### src/rtl/davinci_fifoout_pkg.sv
// Shared definitions for the FIFO-out stage and the davinci interface: attribute
// bit positions and the packed attribute view.
package davinci_fifoout_pkg;

  localparam int ATTR_VALID_BIT = 0;
  localparam int ATTR_EOV_BIT   = 1;

  // Field order follows the bit positions above: valid is bit 0, eov is bit 1.
  typedef struct packed {
    logic eov;
    logic valid;
  } attrib_t;

endpackage

### src/rtl/davinci_fifoout_stage_if.sv
// Bus bundle between vvtile_array, the FIFO-out stage and FIFO-out.
// The slave side is the stage itself; the master side is its environment.
interface davinci_fifoout_stage_if #(
  parameter int DATAOUT_WIDTH = 16,
  parameter int ATTRIB_WIDTH  = 2,
  parameter int LEN_WIDTH     = 12
);
  logic [DATAOUT_WIDTH-1:0] parallelIn;
  logic [ATTRIB_WIDTH-1:0]  parStatusIn;
  logic                     srcReady;
  logic                     fifoFull;
  logic [DATAOUT_WIDTH-1:0] dataout;
  logic [ATTRIB_WIDTH-1:0]  dataAttrib;
  logic                     dataoutValid;
  logic                     eovInterrupt;
  logic                     clearEOV;
  logic [LEN_WIDTH-1:0]     vecLen;
  logic                     overflow;

  modport master (
    output parallelIn, parStatusIn, fifoFull, clearEOV,
    input  srcReady, dataout, dataAttrib, dataoutValid, eovInterrupt, vecLen, overflow
  );

  modport slave (
    input  parallelIn, parStatusIn, fifoFull, clearEOV,
    output srcReady, dataout, dataAttrib, dataoutValid, eovInterrupt, vecLen, overflow
  );
endinterface

### src/rtl/davinci_skid_queue.sv
// Small circular queue with a separate occupancy count. A push into a full queue
// is accepted only when a pop frees the head slot on the same edge.
module davinci_skid_queue #(
  parameter  int WIDTH = 18,
  parameter  int DEPTH = 4,
  localparam int PW    = $clog2(DEPTH),
  localparam int CW    = $clog2(DEPTH + 1)
) (
  input  logic             clk,
  input  logic             rstn,
  input  logic             ce,
  input  logic             push,
  input  logic             pop,
  input  logic [WIDTH-1:0] wdata,
  output logic [WIDTH-1:0] rdata,
  output logic [CW-1:0]    nextCount,
  output logic             full,
  output logic             empty,
  output logic             popped
);
  logic [DEPTH-1:0][WIDTH-1:0] mem;
  logic [PW-1:0]               rdPtr, wrPtr;
  logic [CW-1:0]               count;
  logic                        accept;

  assign full   = (count == CW'(DEPTH));
  assign empty  = (count == '0);
  assign popped = ce && pop && !empty;
  assign accept = ce && push && (!full || popped);
  assign rdata  = mem[rdPtr];

  always_comb begin
    nextCount = count;
    case ({accept, popped})
      2'b10:   nextCount = count + CW'(1);
      2'b01:   nextCount = count - CW'(1);
      default: nextCount = count;
    endcase
  end

  always_ff @(posedge clk) begin
    if (!rstn) begin
      rdPtr <= '0;
      wrPtr <= '0;
      count <= '0;
    end else begin
      if (accept) wrPtr <= wrPtr + PW'(1);
      if (popped) rdPtr <= rdPtr + PW'(1);
      count <= nextCount;
    end
  end

  // Storage needs no reset; the count alone decides what is live.
  always_ff @(posedge clk) begin
    if (rstn && accept) mem[wrPtr] <= wdata;
  end
endmodule

### src/rtl/davinci_fifoout_stage.sv
// Output stage from the vvtile_array parallel port into FIFO-out: skid queue,
// output register, vector-length counter, sticky EOV/overflow and srcReady.
module davinci_fifoout_stage
  import davinci_fifoout_pkg::*;
#(
  parameter int DEBUG         = 0,
  parameter int DATAOUT_WIDTH = 16,
  parameter int ATTRIB_WIDTH  = 2,
  parameter int BUF_DEPTH     = 4,
  parameter int READY_SLACK   = 2,
  parameter int LEN_WIDTH     = 12
) (
  input  logic clk,
  input  logic rstn,
  input  logic dbg_clk_enable,
  davinci_fifoout_stage_if.slave bus
);
  localparam int EW = DATAOUT_WIDTH + ATTRIB_WIDTH;
  localparam int CW = $clog2(BUF_DEPTH + 1);

  logic                     ce;
  logic                     inValid;
  logic [EW-1:0]            headElem;
  logic [DATAOUT_WIDTH-1:0] headData;
  logic [ATTRIB_WIDTH-1:0]  headAttrib;
  logic                     headEov;
  logic [CW-1:0]            nextCount;
  logic                     qFull, qEmpty, popped, drop;

  logic [DATAOUT_WIDTH-1:0] doutReg;
  logic [ATTRIB_WIDTH-1:0]  attrReg;
  logic                     vldReg, eovReg, ovfReg, rdyReg;
  logic [LEN_WIDTH-1:0]     vecLenReg, elemCnt, cntInc;

  assign ce      = (DEBUG != 0) ? dbg_clk_enable : 1'b1;
  assign inValid = bus.parStatusIn[ATTR_VALID_BIT];

  davinci_skid_queue #(
    .WIDTH (EW),
    .DEPTH (BUF_DEPTH)
  ) uQueue (
    .clk       (clk),
    .rstn      (rstn),
    .ce        (ce),
    .push      (inValid),
    .pop       (!bus.fifoFull && !qEmpty),
    .wdata     ({bus.parStatusIn, bus.parallelIn}),
    .rdata     (headElem),
    .nextCount (nextCount),
    .full      (qFull),
    .empty     (qEmpty),
    .popped    (popped)
  );

  assign headData   = headElem[DATAOUT_WIDTH-1:0];
  assign headAttrib = headElem[EW-1:DATAOUT_WIDTH];
  assign headEov    = headAttrib[ATTR_EOV_BIT];
  assign drop       = ce && inValid && qFull && !popped;
  // Saturating increment so an oversized vector reports all-ones, not a wrapped length.
  assign cntInc     = (&elemCnt) ? elemCnt : elemCnt + LEN_WIDTH'(1);

  always_ff @(posedge clk) begin
    if (!rstn) begin
      doutReg   <= '0;
      attrReg   <= '0;
      vldReg    <= 1'b0;
      eovReg    <= 1'b0;
      vecLenReg <= '0;
      elemCnt   <= '0;
      ovfReg    <= 1'b0;
      rdyReg    <= 1'b1;
    end else if (ce) begin
      vldReg <= popped;
      if (popped) begin
        doutReg <= headData;
        attrReg <= headAttrib;
        if (headEov) begin
          vecLenReg <= cntInc;
          elemCnt   <= '0;
        end else begin
          elemCnt <= cntInc;
        end
      end
      // Set beats clear when both land on the same edge.
      if (popped && headEov)  eovReg <= 1'b1;
      else if (bus.clearEOV)  eovReg <= 1'b0;
      if (drop) ovfReg <= 1'b1;
      rdyReg <= (nextCount <= CW'(BUF_DEPTH - READY_SLACK));
    end
  end

  // Masking with ce keeps a held strobe from being seen again on a stalled debug cycle.
  assign bus.dataoutValid = vldReg && ce;
  assign bus.dataout      = doutReg;
  assign bus.dataAttrib   = attrReg;
  assign bus.eovInterrupt = eovReg;
  assign bus.vecLen       = vecLenReg;
  assign bus.overflow     = ovfReg;
  assign bus.srcReady     = rdyReg;
endmodule

### src/flat_wrapper.sv
// flat-port wrapper written by rule: the top's interface ports become plain ports
module davinci_fifoout_stage_flat import davinci_fifoout_pkg::*;
#(
  parameter int DEBUG         = 0,
  parameter int DATAOUT_WIDTH = 16,
  parameter int ATTRIB_WIDTH  = 2,
  parameter int BUF_DEPTH     = 4,
  parameter int READY_SLACK   = 2,
  parameter int LEN_WIDTH     = 12
)
  (clk, rstn, dbg_clk_enable, bus_parallelIn, bus_parStatusIn, bus_fifoFull, bus_clearEOV, bus_srcReady, bus_dataout, bus_dataAttrib, bus_dataoutValid, bus_eovInterrupt, bus_vecLen, bus_overflow);
  davinci_fifoout_stage_if #(.DATAOUT_WIDTH(DATAOUT_WIDTH), .ATTRIB_WIDTH(ATTRIB_WIDTH), .LEN_WIDTH(LEN_WIDTH)) bus_i ();
  input  logic clk;
  input  logic rstn;
  input  logic dbg_clk_enable;
  input wire logic [$bits(bus_i.parallelIn)-1:0] bus_parallelIn;
  input wire logic [$bits(bus_i.parStatusIn)-1:0] bus_parStatusIn;
  input wire logic [$bits(bus_i.fifoFull)-1:0] bus_fifoFull;
  input wire logic [$bits(bus_i.clearEOV)-1:0] bus_clearEOV;
  output wire logic [$bits(bus_i.srcReady)-1:0] bus_srcReady;
  output wire logic [$bits(bus_i.dataout)-1:0] bus_dataout;
  output wire logic [$bits(bus_i.dataAttrib)-1:0] bus_dataAttrib;
  output wire logic [$bits(bus_i.dataoutValid)-1:0] bus_dataoutValid;
  output wire logic [$bits(bus_i.eovInterrupt)-1:0] bus_eovInterrupt;
  output wire logic [$bits(bus_i.vecLen)-1:0] bus_vecLen;
  output wire logic [$bits(bus_i.overflow)-1:0] bus_overflow;
  assign bus_i.parallelIn = bus_parallelIn;
  assign bus_i.parStatusIn = bus_parStatusIn;
  assign bus_i.fifoFull = bus_fifoFull;
  assign bus_i.clearEOV = bus_clearEOV;
  assign bus_srcReady = bus_i.srcReady;
  assign bus_dataout = bus_i.dataout;
  assign bus_dataAttrib = bus_i.dataAttrib;
  assign bus_dataoutValid = bus_i.dataoutValid;
  assign bus_eovInterrupt = bus_i.eovInterrupt;
  assign bus_vecLen = bus_i.vecLen;
  assign bus_overflow = bus_i.overflow;
  davinci_fifoout_stage #(.DEBUG(DEBUG), .DATAOUT_WIDTH(DATAOUT_WIDTH), .ATTRIB_WIDTH(ATTRIB_WIDTH), .BUF_DEPTH(BUF_DEPTH), .READY_SLACK(READY_SLACK), .LEN_WIDTH(LEN_WIDTH)) u_core (.clk(clk), .rstn(rstn), .dbg_clk_enable(dbg_clk_enable), .bus(bus_i));
endmodule
### config.mk
export PLATFORM = sky130hd
export DESIGN_NAME = davinci_fifoout_stage_flat
export DESIGN_NICKNAME = d
export VERILOG_FILES = /design/src/rtl/davinci_fifoout_pkg.sv /design/src/rtl/davinci_fifoout_stage_if.sv /design/src/rtl/davinci_skid_queue.sv /design/src/rtl/davinci_fifoout_stage.sv /design/src/flat_wrapper.sv
export SDC_FILE = /design/constraint.sdc
export NUM_CORES = 1
export LEC_CHECK = 0
export ABC_AREA = 0
export BUFFER_PORTS_ARGS = -buffer_cell sky130_fd_sc_hd__buf_4
export CAP_MARGIN = 40
export CORE_ASPECT_RATIO = 1.5
export CORE_MARGIN = 1
export CORE_UTILIZATION = 25
export CTS_CLUSTER_SIZE = 14
export DETAILED_ROUTE_END_ITERATION = 12
export PLACE_DENSITY = 0.45
export SLEW_MARGIN = 40
export SYNTH_ARGS = -nofsm -noshare
export SYNTH_HDL_FRONTEND = slang
export SYNTH_SLANG_ARGS = --single-unit
### constraint.sdc
create_clock -name clk -period 4.1 [get_ports clk]
set_clock_uncertainty 0.05 [all_clocks]
set_input_delay 0 -clock clk [delete_from_list [all_inputs] [get_ports clk]]
set_output_delay 0 -clock clk [all_outputs]
set_load 0.03 [all_outputs]
**Yosys cells after proc, flatten, opt, wreduce, memory -nomap -nowiden**

Cells that the tools add are included.

- Register bits after elaboration: 125
- Word-level logic and storage cells: 54
- Output and inout port bits: 34
- Input bits: 23

- Muxes and demuxes: 10
- Equal/unequal tests: 3
- Magnitude comparators: 4
- Add/sub/neg operators: 5
- Reduce and logical (&&, ||, !) cells: 17

Operator list:

| cell | number |
|---|---|
| $bwmux W72 | 1 |
| $bmux W18 S2 | 1 |
| $demux W18 S2 | 1 |
| $mux W18 | 2 |
| $mux W12 | 2 |
| $add A12 B1 Y12 const B | 1 |
| $reduce_and A12 Y1 | 1 |
| $logic_and A1 B1 Y1 | 8 |
| $lt A2 B3 Y1 const B | 2 |
| $pmux W3 S2 | 1 |
| $add A2 B1 Y2 const B | 2 |
| $logic_not A1 Y1 | 4 |
| $add A3 B1 Y3 const B | 1 |
| $eq A3 B3 Y1 const B | 1 |
| $le A3 B2 Y1 const B | 1 |
| $logic_not A3 Y1 | 1 |
| $sub A3 B1 Y3 const B | 1 |
| $eq A2 B1 Y1 const B | 1 |
| $eq A2 B2 Y1 const B | 1 |
| $ge A2 B1 Y1 const B | 1 |
| $mux W1 | 2 |
| $reduce_and A2 Y1 | 1 |
| $reduce_bool A2 Y1 | 1 |
| $logic_or A1 B1 Y1 | 1 |

**Logic depth before layout (Yosys ltp)**

- Word-level depth: 9
- Gate-level depth with buffers: 10
- Gate-level depth less buffers: 10

**Modules after synthesis**

From an unflattened synthesis, not the netlist that was laid out.

- Cells, all modules: 372
- Area, all modules: 5159.9 µm²

By module, submodules not included:

| module | instances | area an instance (µm²) | seq. area each (µm²) | cells an instance |
|---|---|---|---|---|
| davinci_skid_queue | 1 | 3076.7 | 2302.2 | 146 |
| davinci_fifoout_stage | 1 | 2083.2 | 920.9 | 226 |

**Worst setup path after synthesis**

OpenSTA, ideal clock, no wires.

- Kind: register -> register
- Start point: register u_core.uQueue.count[1]
- End point: register u_core.rdyReg, in the netlist u_core.bus.srcReady
- Path buffers: 1
- Clock period less this slack: 2.418 ns
- Path slack: 1.682 ns
- Stages on the path, launching flop included: 11
- Setup time: 0.132 ns
- Required time: 3.918 ns
- Arrival: 2.236 ns
- Cells stage by stage: dfxtp_1 or3_1 nand2_1 inv_1 clkbuf_1 ha_1 fa_1 xnor2_1 nor2_1 xor2_1 a21oi_1

- Longest elaborated chain between the ends: 9
- Elaborated cells between the ends (all ways): 14
- Classes of those cells: 2 x add/sub; 1 x order compare; 3 x eq/ne; 1 x mux; 7 x reduce/logical

Ends and longest elaborated chain:

| element | RTL line | RTL |
|---|---|---|
| start: declaration | davinci_skid_queue.sv:23 | `logic [CW-1:0] count;` |
| start signal: assignment | davinci_skid_queue.sv:49 | `count <= nextCount;` |
| $logic_not A3 Y1 * | davinci_skid_queue.sv:27 | `assign empty = (count == '0);` |
| $logic_not A1 Y1 * | davinci_skid_queue.sv:28, davinci_fifoout_stage.sv:46 |  |
| $logic_and A1 B1 Y1 | davinci_fifoout_stage.sv:46 | `.pop (!bus.fifoFull && !qEmpty),` |
| $logic_and A1 B1 Y1 * | davinci_skid_queue.sv:28 | `assign popped = ce && pop && !empty;` |
| via u_core.popped | davinci_fifoout_stage.sv:28 | `logic qFull, qEmpty, popped, drop;` |
| $logic_or A1 B1 Y1 | davinci_skid_queue.sv:29 | `assign accept = ce && push && (!full \|\| popped);` |
| $logic_and A1 B1 Y1 | davinci_skid_queue.sv:29 |  |
| $eq A2 B1 Y1 / $eq A2 B2 Y1 (equally long branches) | davinci_skid_queue.sv:34 | `case ({accept, popped})` |
| $pmux W3 S2 * | davinci_skid_queue.sv:34 |  |
| $le A3 B2 Y1 * | davinci_fifoout_stage.sv:88 | `rdyReg <= (nextCount <= CW'(BUF_DEPTH - READY_SLACK));` |
| end signal: assignment | davinci_fifoout_stage.sv:88 |  |
| end: declaration | davinci_fifoout_stage.sv:32 | `logic vldReg, eovReg, ovfReg, rdyReg;` |

Mark *: on every way through the listed nets, which the timed path passes. The rest lies on a longest branch.
A chain may end at the register's enable or synchronous reset.

**Worst setup path in the final report**

- Start point: register u_core.uQueue.rdPtr[0]
- End point: register u_core.elemCnt[11]

- Longest elaborated chain between the ends: 3

Ends and longest elaborated chain:

| element | RTL line | RTL |
|---|---|---|
| start: declaration | davinci_skid_queue.sv:22 | `logic [PW-1:0] rdPtr, wrPtr;` |
| start signal: assignment | davinci_skid_queue.sv:48 | `if (popped) rdPtr <= rdPtr + PW'(1);` |
| $bmux W18 S2 | davinci_skid_queue.sv:30 | `assign rdata = mem[rdPtr];` |
| $mux W18 (not written as such) | davinci_skid_queue.sv:30 |  |
| $mux W12 | davinci_fifoout_stage.sv:77 | `if (headEov) begin` |
| end signal: assignment | davinci_fifoout_stage.sv:81 | `elemCnt <= cntInc;` |
| end: declaration | davinci_fifoout_stage.sv:33 | `logic [LEN_WIDTH-1:0] vecLenReg, elemCnt, cntInc;` |

No other way between the ends. The select of a mux whose other input is x is not followed.

==> results by group <==
Yosys
  • Ys flop type: edfxtp_1
  • Synth top area share: 0.434
  • Synth area leaders: edfxtp_1, dfxtp_1, mux4_2
  • Number of synthesized flops with an enable pin: 72
  • Netlist Area Pre-Place: 4980 um^2
  • Synthesized-area fraction occupied by xor and xnor cells: 0.0158
  • Post-Syn Instances: 387
  • FF+latch count, synth: 125
  • Register area share after synthesis: 0.647
  • Most common cell in the synthesized netlist: edfxtp_1
  • Post-synthesis simple-gate area fraction: 0.119
  • Synth warn: 0
  • Post-synthesis compound-gate area fraction: 0.0839
  • Async S/R FF share, synth: 0
  • Commonest cells in the netlist: edfxtp_1, dfxtp_1, nand2_1
  • Leading area contributor after synthesis: edfxtp_1
  • Syn_nets: 417
  • Post-synthesis mux area share: 0.0874
  • Synth Area in Adders: 0.0191
  • Syn avg cell area: 12.9 um^2
  • Netlist cell types: 45
  • Main combinational cell family by area after synthesis: simple AND/OR/NAND/NOR gates

Critical path
  • Depth of the most critical reg-to-reg path: 5
  • Crit-path max FO: 20
  • Crit path DAT: 2.84 ns
  • WP data required: 4.38 ns
  • CP Capture Type: flip-flop
  • Setup crit start kind: flip-flop
  • Buf+Inv Stages, Crit Path: 1
  • Crit path largest cell delay: 0.70 ns
  • Crit-path cells: buf_4 -> mux4_2 -> or3_4 -> or4_1 -> a21oi_1
  • Flop2flop setup slack: 1.54 ns
  • Critical path type: reg -> reg
  • CP max-delay cell: mux4_2
  • Reg2Reg Launch Point: u_core.uQueue.rdPtr[0]$_SDFFE_PN0P_
  • Largest delay share family, worst path: simple AND/OR/NAND/NOR gates
  • Worst r2r dst: u_core.elemCnt[11]$_SDFFE_PN0P_

STA
  • Slew Limit Fails: 0
  • Setup TNS: 0 ns
  • F_max: 391 MHz
  • Hold Vio Cnt, Final: 0
  • Relative slew slack: 0.555
  • # setup viols final: 0
  • RSZ-0062 raised after global routing: no
  • Crit path time final: 2.56 ns
  • Period utilisation layout: 0.624
  • Actual slew at the worst max-slew pin: 0.663 ns

Power
  • Gate power share: 0.230
  • Clock network fraction of design power: 0.368
  • LEAKAGE: 2.23 nW
  • VDD IR max: 302 uV
  • Total power: 3.79 mW
  • Switching power: 1.19 mW
  • Sequential power share: 0.402
  • Sw frac: 0.314
  • P_int: 2.60 mW
  • PwrDens: 591 nW/um^2

Drt
  • Via count: 3329
  • Final wirelength: 11.5 mm
  • # DRC: 0
  • DR vias/cell: 4.56
  • WL/cell: 15.7 um
  • Pre-Repair DR Iteration Count: 4
  • DRT antenna net count: 0
  • Drt first-iter violations: 173

Placement
  • Routability cong.: 0.852
  • # port buffers: 55
  • Post-DP HPWL: 7.49 mm

Floorplanning
  • # IOs: 57
  • Die W: 117 um
  • # rows: 62
  • Core Region: 19300 um^2
  • Die ar.: 20500 um^2
  • Starting Density: 0.258
  • Die Span Y: 175 um

Clocking
  • H-tree levels: 4
  • Clock transition at path regs: 0.06 ns
  • CTS Buffer Depth: 2
  • Num CTS Buffers: 17
  • # hold bufs at CTS: 21
  • # resized after CTS: 0
  • Post-CTS Setup Repair Bufs: 0
  • Clock sinks: 125
  • CTS tree: yes
  • Root buffer cell: clkbuf_16
  • Worst-Skew Late Latency: 0.41 ns

Flow run
  • Max Cap Viol: 0

Global routing
  • Vias in the first global route: 3434
  • GR Overflow Total: 0
  • Largest net degree at the start of global routing: 36
  • GRT Util Overall: 0.121
  • First-pass GRT wire length: 18.4 mm
  • Initial antenna violation count: 0

Min path
  • Hold path endpoint: u_core.uQueue.mem[57]$_DFFE_PP_
  • Hold Startpoint: bus_parallelIn[3]
  • Hold depth: 2
  • Hold/Removal Path Class: in -> reg

Layout
  • Fillers: 1926
  • Nets: 491
  • Area growth syn-to-layout: 28.8%
  • ANT cells: 0
  • Fraction of layout cells with a size suffix above 1: 0.251

Status
  • Status: finished, final reports clean
-- worst reg2reg max path, delay by kind of cell (launching register included) --
kind / cells / cell delay (ns)
AND/OR/NAND/NOR: 2 / 0.92
buffers and inverters: 1 / 0.37
AO/OA/AOI/OAI: 1 / 0.13
multiplexers: 1 / 0.71
flip-flops: 1 / 0.31
-- power by group through the flow --
stage	logic, mW	registers, mW	clock network [mW]
floorplan	0.471	1.67	0
global placement	0.873	1.55	0
detailed placement	0.879	1.55	0
CTS	0.897	1.53	1.43
global route	0.961	1.54	1.49
finish	0.873	1.52	1.40
-- flip-flops by register name (all words and copies together) (netlist names), 2 cells and up --
signal and cells:
u_core.uQueue.count 3, u_core.bus.dataAttrib 2, u_core.uQueue.mem 72, u_core.elemCnt 12, u_core.uQueue.wrPtr 2, u_core.bus.dataout 16, u_core.bus.vecLen 12, u_core.uQueue.rdPtr 2
-- kinds of logic (layout without fill, tap and decap cells) --
kind of cell / Yosys count / after routing
buffers and inverters: 34 / 121
flip-flops: 125 / 125
multiplexers: 21 / 21
AO/OA/AOI/OAI: 69 / 69
AND/OR/NAND/NOR: 122 / 122
adder cells (fa/ha/maj): 7 / 7
XOR/XNOR: 9 / 9
-- worst max-delay path by stage --
stage / start / endpoint / slack, ns / cells after the start
after floorplan: u_core.uQueue.count[1]$_SDFF_PN0_ / u_core.bus.srcReady$_SDFF_PN1_ / 1.68 / 10
after global placement: u_core.uQueue.rdPtr[0]$_SDFFE_PN0P_ / u_core.elemCnt[11]$_SDFFE_PN0P_ / 1.51 / 5
after detailed placement: u_core.uQueue.rdPtr[0]$_SDFFE_PN0P_ / u_core.elemCnt[11]$_SDFFE_PN0P_ / 1.51 / 5
after CTS: u_core.uQueue.rdPtr[0]$_SDFFE_PN0P_ / u_core.elemCnt[11]$_SDFFE_PN0P_ / 1.50 / 5
after global routing: u_core.uQueue.rdPtr[0]$_SDFFE_PN0P_ / u_core.elemCnt[11]$_SDFFE_PN0P_ / 1.42 / 5
final: u_core.uQueue.rdPtr[0]$_SDFFE_PN0P_ / u_core.elemCnt[11]$_SDFFE_PN0P_ / 1.54 / 5
-- area by class of cell --
type	instances	area [um^2]	share of cell area
clock buffers	18	429	0.0669
clock inverters	14	125	0.0195
inverters	8	30.0	0.00468
multi-input cells	228	1630	0.253
flip-flops and latches	125	3220	0.503
well taps	256	320	0.0499
repair buffers	81	661	0.103
-- placed cells by master, fill, tap and decap left out, types with 2 or more instances in the layout --
cell type / n
edfxtp_1: 72
buf_4: 60
dfxtp_1: 53
nand2_1: 49
a21oi_1: 32
dlygate4sd3_1: 21
mux4_2: 18
clkbuf_16: 17
o21ai_0: 16
nand3_1: 15
nor2_1: 14
nor3_1: 10
inv_1: 8
or3_1: 6
ha_1: 6
xor2_1: 5
inv_6: 5
and3_2: 4
and3_1: 4
nand4_1: 4
a31oi_1: 4
xnor2_1: 4
clkinvlp_4: 4
and2_1: 3
o311ai_0: 3
mux2i_1: 3
inv_8: 3
nor2b_1: 2
or4_1: 2
o31ai_1: 2
a31o_2: 2
nand2b_1: 2
o221a_2: 2
clkinv_4: 2
-- layer usage --
| metal | vias up | track usage | share of wire |
|---|---|---|---|
| met3 | 14 | 0.0319 | 0.035 |
| met4 | 0 | 0.0512 | 0.015 |
| li1 | 1599 | - | - |
| met1 | 1651 | 0.130 | 0.40 |
| met5 | - | 0 | 0 |
| met2 | 65 | 0.219 | 0.55 |
-- through the flow --
stage | util | hold slack, ns | instances | setup slack (ns) | cell area, um^2
final | 0.332 | 0.283 | 730 | 1.54 | 6410
after global routing | 0.332 | 0.262 | 730 | 1.42 | 6410
after CTS | 0.332 | 0.271 | 730 | 1.50 | 6410
after detailed placement | 0.292 | 0.155 | 677 | 1.51 | 5650
after global placement | 0.292 | 0.151 | 677 | 1.51 | 5640
after floorplan | - | 0.0489 | 387 | 1.68 | 4980
Note: power is estimated with default switching activity, not from simulation.
